==> src/rtl/sr_button_conditioner_pkg.sv <==
// sr_button_conditioner_pkg: shared debounce state encoding and default timing
package sr_button_conditioner_pkg;
  typedef enum logic [1:0] {
    LOW       = 2'd0,
    WAIT_HIGH = 2'd1,
    HIGH      = 2'd2,
    WAIT_LOW  = 2'd3
  } db_state_t;
  localparam int DEFAULT_DEBOUNCE_CYCLES = 1000000;
endpackage

==> src/rtl/sr_button_conditioner_debounce_channel.sv <==
// debounce_channel: two-flop synchroniser plus counting debounce FSM for one button
module debounce_channel
  import sr_button_conditioner_pkg::*;
#(
  parameter int DEBOUNCE_CYCLES = DEFAULT_DEBOUNCE_CYCLES,
  parameter int CNT_W = $clog2(DEBOUNCE_CYCLES + 1)
) (
  input  logic clk,
  input  logic reset,
  input  logic raw,
  output logic stable,
  output logic rise,
  output logic fall
);
  logic [1:0] sync_q;
  logic sync;
  db_state_t state, state_n;
  logic [CNT_W-1:0] cnt, cnt_n;
  logic last;
  assign sync = sync_q[1];
  assign last = cnt == CNT_W'(DEBOUNCE_CYCLES - 1);
  assign stable = state == HIGH || state == WAIT_LOW;
  // synchroniser, state and counter registers
  always_ff @(posedge clk) begin
    if (reset) begin
      sync_q <= '0;
      state  <= LOW;
      cnt    <= '0;
    end else begin
      sync_q <= {sync_q[0], raw};
      state  <= state_n;
      cnt    <= cnt_n;
    end
  end
  // a new level is accepted only after it holds for DEBOUNCE_CYCLES samples; any bounce restarts the count
  always_comb begin
    state_n = state;
    cnt_n   = cnt;
    rise    = 1'b0;
    fall    = 1'b0;
    case (state)
      LOW: if (sync) begin
        state_n = WAIT_HIGH;
        cnt_n   = CNT_W'(1);
      end
      WAIT_HIGH: if (!sync) begin
        state_n = LOW;
        cnt_n   = '0;
      end else if (last) begin
        state_n = HIGH;
        cnt_n   = '0;
        rise    = 1'b1;
      end else cnt_n = cnt + CNT_W'(1);
      HIGH: if (!sync) begin
        state_n = WAIT_LOW;
        cnt_n   = CNT_W'(1);
      end
      WAIT_LOW: if (sync) begin
        state_n = HIGH;
        cnt_n   = '0;
      end else if (last) begin
        state_n = LOW;
        cnt_n   = '0;
        fall    = 1'b1;
      end else cnt_n = cnt + CNT_W'(1);
      default: begin
        state_n = LOW;
        cnt_n   = '0;
      end
    endcase
  end
endmodule

==> src/rtl/sr_button_conditioner.sv <==
// sr_button_conditioner: debounced set/reset buttons to single-cycle SR latch pulses, never S=R=1
module sr_button_conditioner
  import sr_button_conditioner_pkg::*;
#(
  parameter int DEBOUNCE_CYCLES = DEFAULT_DEBOUNCE_CYCLES
) (
  input  logic clk,
  input  logic reset,
  input  logic btn_set,
  input  logic btn_reset,
  output logic S,
  output logic R,
  output logic set_stable,
  output logic reset_stable,
  output logic conflict
);
  localparam int CNT_W = $clog2(DEBOUNCE_CYCLES + 1);
  logic rise_s, fall_s, rise_r, fall_r;
  debounce_channel #(.DEBOUNCE_CYCLES(DEBOUNCE_CYCLES), .CNT_W(CNT_W)) u_set (
    .clk(clk), .reset(reset), .raw(btn_set),
    .stable(set_stable), .rise(rise_s), .fall(fall_s)
  );
  debounce_channel #(.DEBOUNCE_CYCLES(DEBOUNCE_CYCLES), .CNT_W(CNT_W)) u_reset (
    .clk(clk), .reset(reset), .raw(btn_reset),
    .stable(reset_stable), .rise(rise_r), .fall(fall_r)
  );
  // simultaneous presses are reported as a conflict and suppressed so the latch never sees S=R=1
  always_ff @(posedge clk) begin
    if (reset) begin
      S        <= 1'b0;
      R        <= 1'b0;
      conflict <= 1'b0;
    end else begin
      S        <= rise_s & ~rise_r;
      R        <= rise_r & ~rise_s;
      conflict <= rise_s & rise_r;
    end
  end
  a_no_sr: assert property (@(posedge clk) disable iff (reset) !(S && R));
  a_edge_excl: assert property (@(posedge clk) disable iff (reset) !((rise_s && fall_s) || (rise_r && fall_r)));
endmodule

==> config.mk <==
export PLATFORM = sky130hd
export DESIGN_NAME = sr_button_conditioner
export DESIGN_NICKNAME = d
export VERILOG_FILES = /design/src/rtl/sr_button_conditioner_pkg.sv /design/src/rtl/sr_button_conditioner_debounce_channel.sv /design/src/rtl/sr_button_conditioner.sv
export SDC_FILE = /design/constraint.sdc
export NUM_CORES = 1
export LEC_CHECK = 0
export CAP_MARGIN = 20
export CORE_ASPECT_RATIO = 2
export CORE_MARGIN = 4
export CORE_UTILIZATION = 62
export CTS_CLUSTER_DIAMETER = 40
export CTS_CLUSTER_SIZE = 16
export DETAILED_ROUTE_END_ITERATION = 6
export HOLD_SLACK_MARGIN = 0.06
export PLACE_DENSITY = 0.81
export REMOVE_ABC_BUFFERS = 1
export SETUP_SLACK_MARGIN = 0.05
export SLEW_MARGIN = 40
export SYNTH_ARGS = -nofsm -noshare
export SYNTH_HDL_FRONTEND = slang
export SYNTH_SLANG_ARGS = --single-unit
==> constraint.sdc <==
create_clock -name clk -period 3.9 [get_ports clk]
set_clock_uncertainty 0.15 [all_clocks]
set_input_delay 0.39 -clock clk [delete_from_list [all_inputs] [get_ports clk]]
set_output_delay 0.39 -clock clk [all_outputs]
set_load 0.01 [all_outputs]
* Word-level counts from Yosys, hierarchy flattened
Index checks and enable logic that the tools add are counted.
** Word-level totals
- Register bits :: 51
** Operators by class
- Reduce and logical (&&, ||, !) cells :: 8
- Eq/ne operators :: 16
- $add $sub $neg :: 2
- Mux-type cells :: 32
- Bitwise operators :: 5
** Operators with widths (number)
- $mux W20 :: 10
- $pmux W20 S4 :: 2
- $add A20 B1 Y20 const B :: 2
- $eq A20 B20 Y1 const B :: 2
- $mux W2 :: 12
- $pmux W2 S4 :: 2
- $eq A2 B2 Y1 const B :: 4
- $reduce_and A4 Y1 :: 2
- $mux W1 :: 6
- $ne A3 B1 Y1 const B :: 2
- $ne A3 B3 Y1 const B :: 2
- $eq A2 B1 Y1 const B :: 2
- $logic_not A2 Y1 :: 2
- $ne A2 B1 Y1 const B :: 2
- $ne A2 B2 Y1 const B :: 2
- $reduce_and A2 Y1 :: 2
- $and A1 B1 Y1 :: 3
- $logic_or A1 B1 Y1 :: 2
- $not A1 Y1 :: 2

* Longest topological paths before layout
- Depth after elaboration :: 6
- Depth in mapped cells :: 8

* Modules after synthesis
A second synthesis with hierarchy kept.
** Second synthesis, totals
- Cells, all modules :: 296
- Area total of the unflattened synthesis :: 2557.5 um^2
** By module, submodules not included
- debounce_channel :: times used 2, area an instance 1236.2 um^2, seq. area each 480.5 um^2, cells an instance 145
- sr_button_conditioner :: times used 1, area an instance 85.1 um^2, seq. area each 60.1 um^2, cells an instance 6

* Worst setup path after synthesis
No wires, ideal clock.
- Kind :: reg2reg
- Start point :: register u_reset.cnt[0]
- End point :: register u_reset.cnt[3]
- Path slack :: 1.851 ns
- Cell stages (with the launch flop) :: 8
- Library setup time :: 0.117 ns
- Clock period less this slack :: 2.049 ns
- Data arrival time :: 1.782 ns
- Path buffers :: 2
- Cell sequence :: dfxtp_1 -> ha_1 -> nand4_2 -> nor4_4 -> a211oi_2 -> buf_6 -> buf_6 -> a22o_1
** Between the ends
- Longest elaborated chain between the ends :: 4
** RTL lines
- from (decl) :: line sr_button_conditioner_debounce_channel.sv:18 : logic [CNT_W-1:0] cnt, cnt_n;
- from (signal assigned) :: line sr_button_conditioner_debounce_channel.sv:32 : cnt <= cnt_n;
- $add A20 B1 Y20 or $eq A20 B20 Y1 (tied branches) :: line sr_button_conditioner_debounce_channel.sv:53, sr_button_conditioner_debounce_channel.sv:65, sr_button_conditioner_debounce_channel.sv:21
- $mux W20 (*) :: line sr_button_conditioner_debounce_channel.sv:49, sr_button_conditioner_debounce_channel.sv:61
- $mux W20, on equally long branches :: line sr_button_conditioner_debounce_channel.sv:58, sr_button_conditioner_debounce_channel.sv:46
- $pmux W20 S4 (*) :: line sr_button_conditioner_debounce_channel.sv:41 : case (state)
Every way passes the cells marked *; elsewhere a longest branch is shown, timed or not.
A chain may end at the register's enable or synchronous reset.

* Worst setup path after layout
- Start point :: register u_reset.cnt[0]
- End point :: register u_reset.cnt[9]
Same word-level chain as after synthesis.

==> results.txt <==
- XOR/XNOR share of the synthesized area: 0.0303
* Number of inserted diodes: 0
* Latest clock arrival within the worst-skew pair: roughly 0.30 ns
* Post-synthesis share of cell area spent on and, or, nand and nor gates: 0.308
- Timing analysis after detailed placement gives a worst setup slack of ~1.5 ns.
* Worst reg-to-reg setup slack: approximately 1.5 ns
- The share of synthesized area in the top cell type comes to 0.399.
* Summed negative setup slack over all endpoints: 0 ns
- RSZ-0062 raised after global routing: no
* Cell depth of the worst flop-to-flop path: 7
* Num rows: 32
- Multiplexer share of the synthesized area: 0.0196
- Number of distinct library cells after synthesis: 52
- The biggest area contributor in the post-synthesis netlist is dfxtp_1.
- The detailed router finished its first iteration with 47 violations.
- The final layout contains around 310 nets.
- In the routed layout, each cell is associated on average with a via count of roughly 6.3.
- After detailed routing, the average wire length per cell comes to between 15 and 20 um.
- The H-tree was split into 2 levels.
* Power per Cell Area: 315 nW/um2
- VDD sags by at most approximately 0.00033 V.
* Reg2reg end: u_reset.cnt[9]
- Number of vias after detailed routing: around 2300
- Largest net degree at the start of global routing: 31
- In this run the power spent charging and discharging nets is 0.000203 W.
* Logic gate share of total power: 0.041
- Timing would allow up to approximately 420 MHz.
- In this run the cell area measured after placement is about 2700 um2.
* Run status: complete, no violations
- Cell types with the largest area share after synthesis: dfxtp_1 (40%), a21oi_1 (5.5%), nand3_1 (4.1%)
* Element type at the critical path start: flop
* DRT antenna net count: 0
- In this run the worst path has a maximum fanout of 30.
- Synth-to-Final Area Change: 7.78%
- Launching point of the worst reg2reg path: u_reset.cnt[0]
- TritonCTS created 5 clock buffers.
- Starting density of the core: 0.651
- The longest clock path from root to sink contains 2 buffers.
- Hold repair after CTS inserted 0 buffers.
- Share of the synthesized area in compound gates (AO/OA/AOI/OAI): 0.198
* Worst-margin pin slew: ~0.68 ns
- The final count of hold timing violations came to 0.
- DIE HEIGHT: roughly 99 um
- Of the total power, the share spent switching nets is 0.233.
- Pint: around 0.00067 W
- The mapped netlist covers about 2600 um2.
- M2 GR Usage: 0.460
* Proportion of synthesized chip area in sequential cells: 0.399
- For this design the top-level I/O count stands at 9.
- Of the total power, registers draw 0.610.
* Main flop type after synthesis: dfxtp_1
- After detailed routing, the total wire length is ~5800 um.
- Clock-pin slew was measured on the worst setup and hold paths at roughly 0.09 ns.
* TritonCTS clock tree: done
- Worst endpoint required time: ~4 ns
- The clock net in this run drives a total of 51 sinks.
* Busiest layer in global routing: met2
- In this run the tool buffered the top-level ports with 8 buffer cells.
- Critical Path End: u_reset.cnt[9]
- Flops & latches, synth: just over 50
* Combinational family with the most area after synthesis: simple AND/OR/NAND/NOR gates
* Post-Synthesis Cells: 303
* Weighted congestion at the end of routability-driven global placement: approximately 0.85
- Utilization after layout: 0.702
- The initial antenna violation count is 0.
- Share of synthesized cell area in full adder, half adder and majority cells: 0.00979
- For this run, design rule violations remaining after detail routing come to 0.
- GRT met1 Usage: 0.247
- The first detailed-routing pass ran for 4 iterations.
* Crit path setup slack, layout: approximately 1.5 ns
- The first global-routing pass estimated 9960 um of wire.
* Die Footprint: ~5300 um2
- Counting flops with a built-in enable in the synthesized netlist gives 0.
* Critical Path AT: approximately 2.4 ns
- Width of the die: ~53 um
- Across every metal layer, demand over resource in global routing totals 0.245.
- Once detailed placement completed, the half-perimeter wirelength came to roughly 4300 um.
* Vias in the first global route: about 2300
* Fraction of final layout cells with drive strength greater than 1: 0.0777
- For met3 alone, demand over resource in global routing was 0.0303.
* Post-synthesis area per instance: around 8.4 um2
- After clock tree synthesis, the repair step resized 0 gates.
* Clock share of power: 0.349
- Count of synthesis-stage warnings from yosys: 0
- Finish-stage setup viols: 0
- Shortest period the worst path allows: 2.38 ns
* Final count of pins violating max slew: 0
- The tree is rooted in a clkbuf_8.
- Hold Path Class: flop to flop
* Grt ovf: 0
- The setup path with the least slack is of type flop to flop.
- Synth async-reset ratio: 0
* Core region area: ~4000 um2
- Max-cap violations in this run came to 0.
- In this run the worst setup path begins at u_reset.cnt[0].
* Endpoint kind of the worst setup timing path: flop
* Setup Buffers After CTS: 0
- Headroom to the max-slew limit came out at 0.544.
* Share of the clock period used by the worst path after layout: 0.610
- For this design the static power due to leakage is 0.949 nW.
- Once layout is done, the placed cells without fillers occupy around 2800 um2.
[final cells by class]
cell class | instances | area (um2)
Fill cell | 356 | 1170
Clock inverter | 2 | 12.5
Tap cell | 51 | 63.8
Sequential cell | 51 | 1020
Inverter | 3 | 11.3
Clock buffer | 6 | 72.6
Multi-Input combinational cell | 234 | 1460
Timing Repair Buffer | 13 | 118
[per-layer routing]
layer | share of wire | vias up
li1 | - | 1127
met4 | 0.032 | 0
met5 | 0 | -
met1 | 0.38 | 1094
met2 | 0.58 | 26
met3 | 0.015 | 14
[worst min path at each step]
| stage | startpoint | endpoint | slack (ns) | depth (start not counted) |
|---|---|---|---|---|
| 2_1_floorplan | u_reset.sync_q[0] | u_reset.sync_q[1] | 0.26 | 1 |
| 3_3_place_gp | u_set.sync_q[0] | u_set.sync_q[1] | 0.28 | 1 |
| 3_5_place_dp | u_set.sync_q[0] | u_set.sync_q[1] | 0.29 | 1 |
| 4_1_cts | u_reset.sync_q[0] | u_reset.sync_q[1] | 0.31 | 1 |
| 5_1_grt | u_reset.sync_q[0] | u_reset.sync_q[1] | 0.33 | 1 |
| 6_report | u_set.sync_q[0] | u_set.sync_q[1] | 0.30 | 1 |
[placed cells by master (no fill, tap or decap), drive strengths merged, types with 6 or more instances in the layout]
cell / n
a21oi: 30
a31oi: 15
a41oi: 6
and2: 8
and3: 6
clkbuf: 6
clkdlybuf4s50: 8
dfxtp: 51
nand2: 28
nand3: 21
nand4: 11
nor2: 22
nor2b: 6
nor3: 8
o21ai: 11
[power groups by stage]
stage / clock network [W] / registers (W) / logic [W]
after detailed placement: 0 / 0.000542 / 0.0000354
final: 0.000303 / 0.000530 / 0.0000356
after global routing: 0.000322 / 0.000531 / 0.0000398
after floorplan: 0 / 0.000541 / 0.0000192
after CTS: 0.000305 / 0.000530 / 0.0000356
after global placement: 0 / 0.000542 / 0.0000350
[critical path: stages (launching register included)]
cell	delay [ns]
dfxtp_1	0.42
ha_1	0.28
nand4_2	0.30
nor4_4	0.45
a211oi_2	0.11
buf_4	0.23
a41oi_1	0.24
a31oi_1	0.06
[per-stage QoR]
step | total power (W) | instances | hold WS [ns]
5_1_grt | 0.000892 | 360 | 0.325
2_1_floorplan | 0.000560 | 288 | 0.264
6_report | 0.000868 | 360 | 0.302
3_3_place_gp | 0.000576 | 352 | 0.283
4_1_cts | 0.000870 | 360 | 0.308
3_5_place_dp | 0.000577 | 352 | 0.286
[synth_stat cells (all sizes together), types with 2 or more instances]
cell type  count
and2           8
inv            3
mux2i          5
nand3         21
nor3           8
a22o           3
xnor2          5
buf            7
a41oi          6
nand2         28
clkbuf         8
xor2           3
a211oi         3
nor4           4
and4           3
and3           6
a21o           5
o21ai         11
a31oi         15
or3            4
nor2b          6
a21oi         30
nor2          22
or4            2
dfxtp         51
nand2b         5
nor3b          5
nand4         11
ha             2
nand3b         2
[sequential cells by signal (all words and copies together), names as in the netlist, named ones only]
name / count
R: 1
u_set.cnt: 20
conflict: 1
S: 1
u_reset.sync_q: 2
u_reset.cnt: 20
u_reset.state: 1
u_set.state: 1
u_set.sync_q: 2
[kinds of logic (layout without fill, tap and decap cells)]
family / Yosys count / in the layout
simple gates: 140 / 140
compound gates: 79 / 79
flops: 51 / 51
buf+inv: 18 / 24
xor+xnor: 8 / 8
mux: 5 / 5
fa+ha+maj: 2 / 2
(Power assumes the default switching activity.)
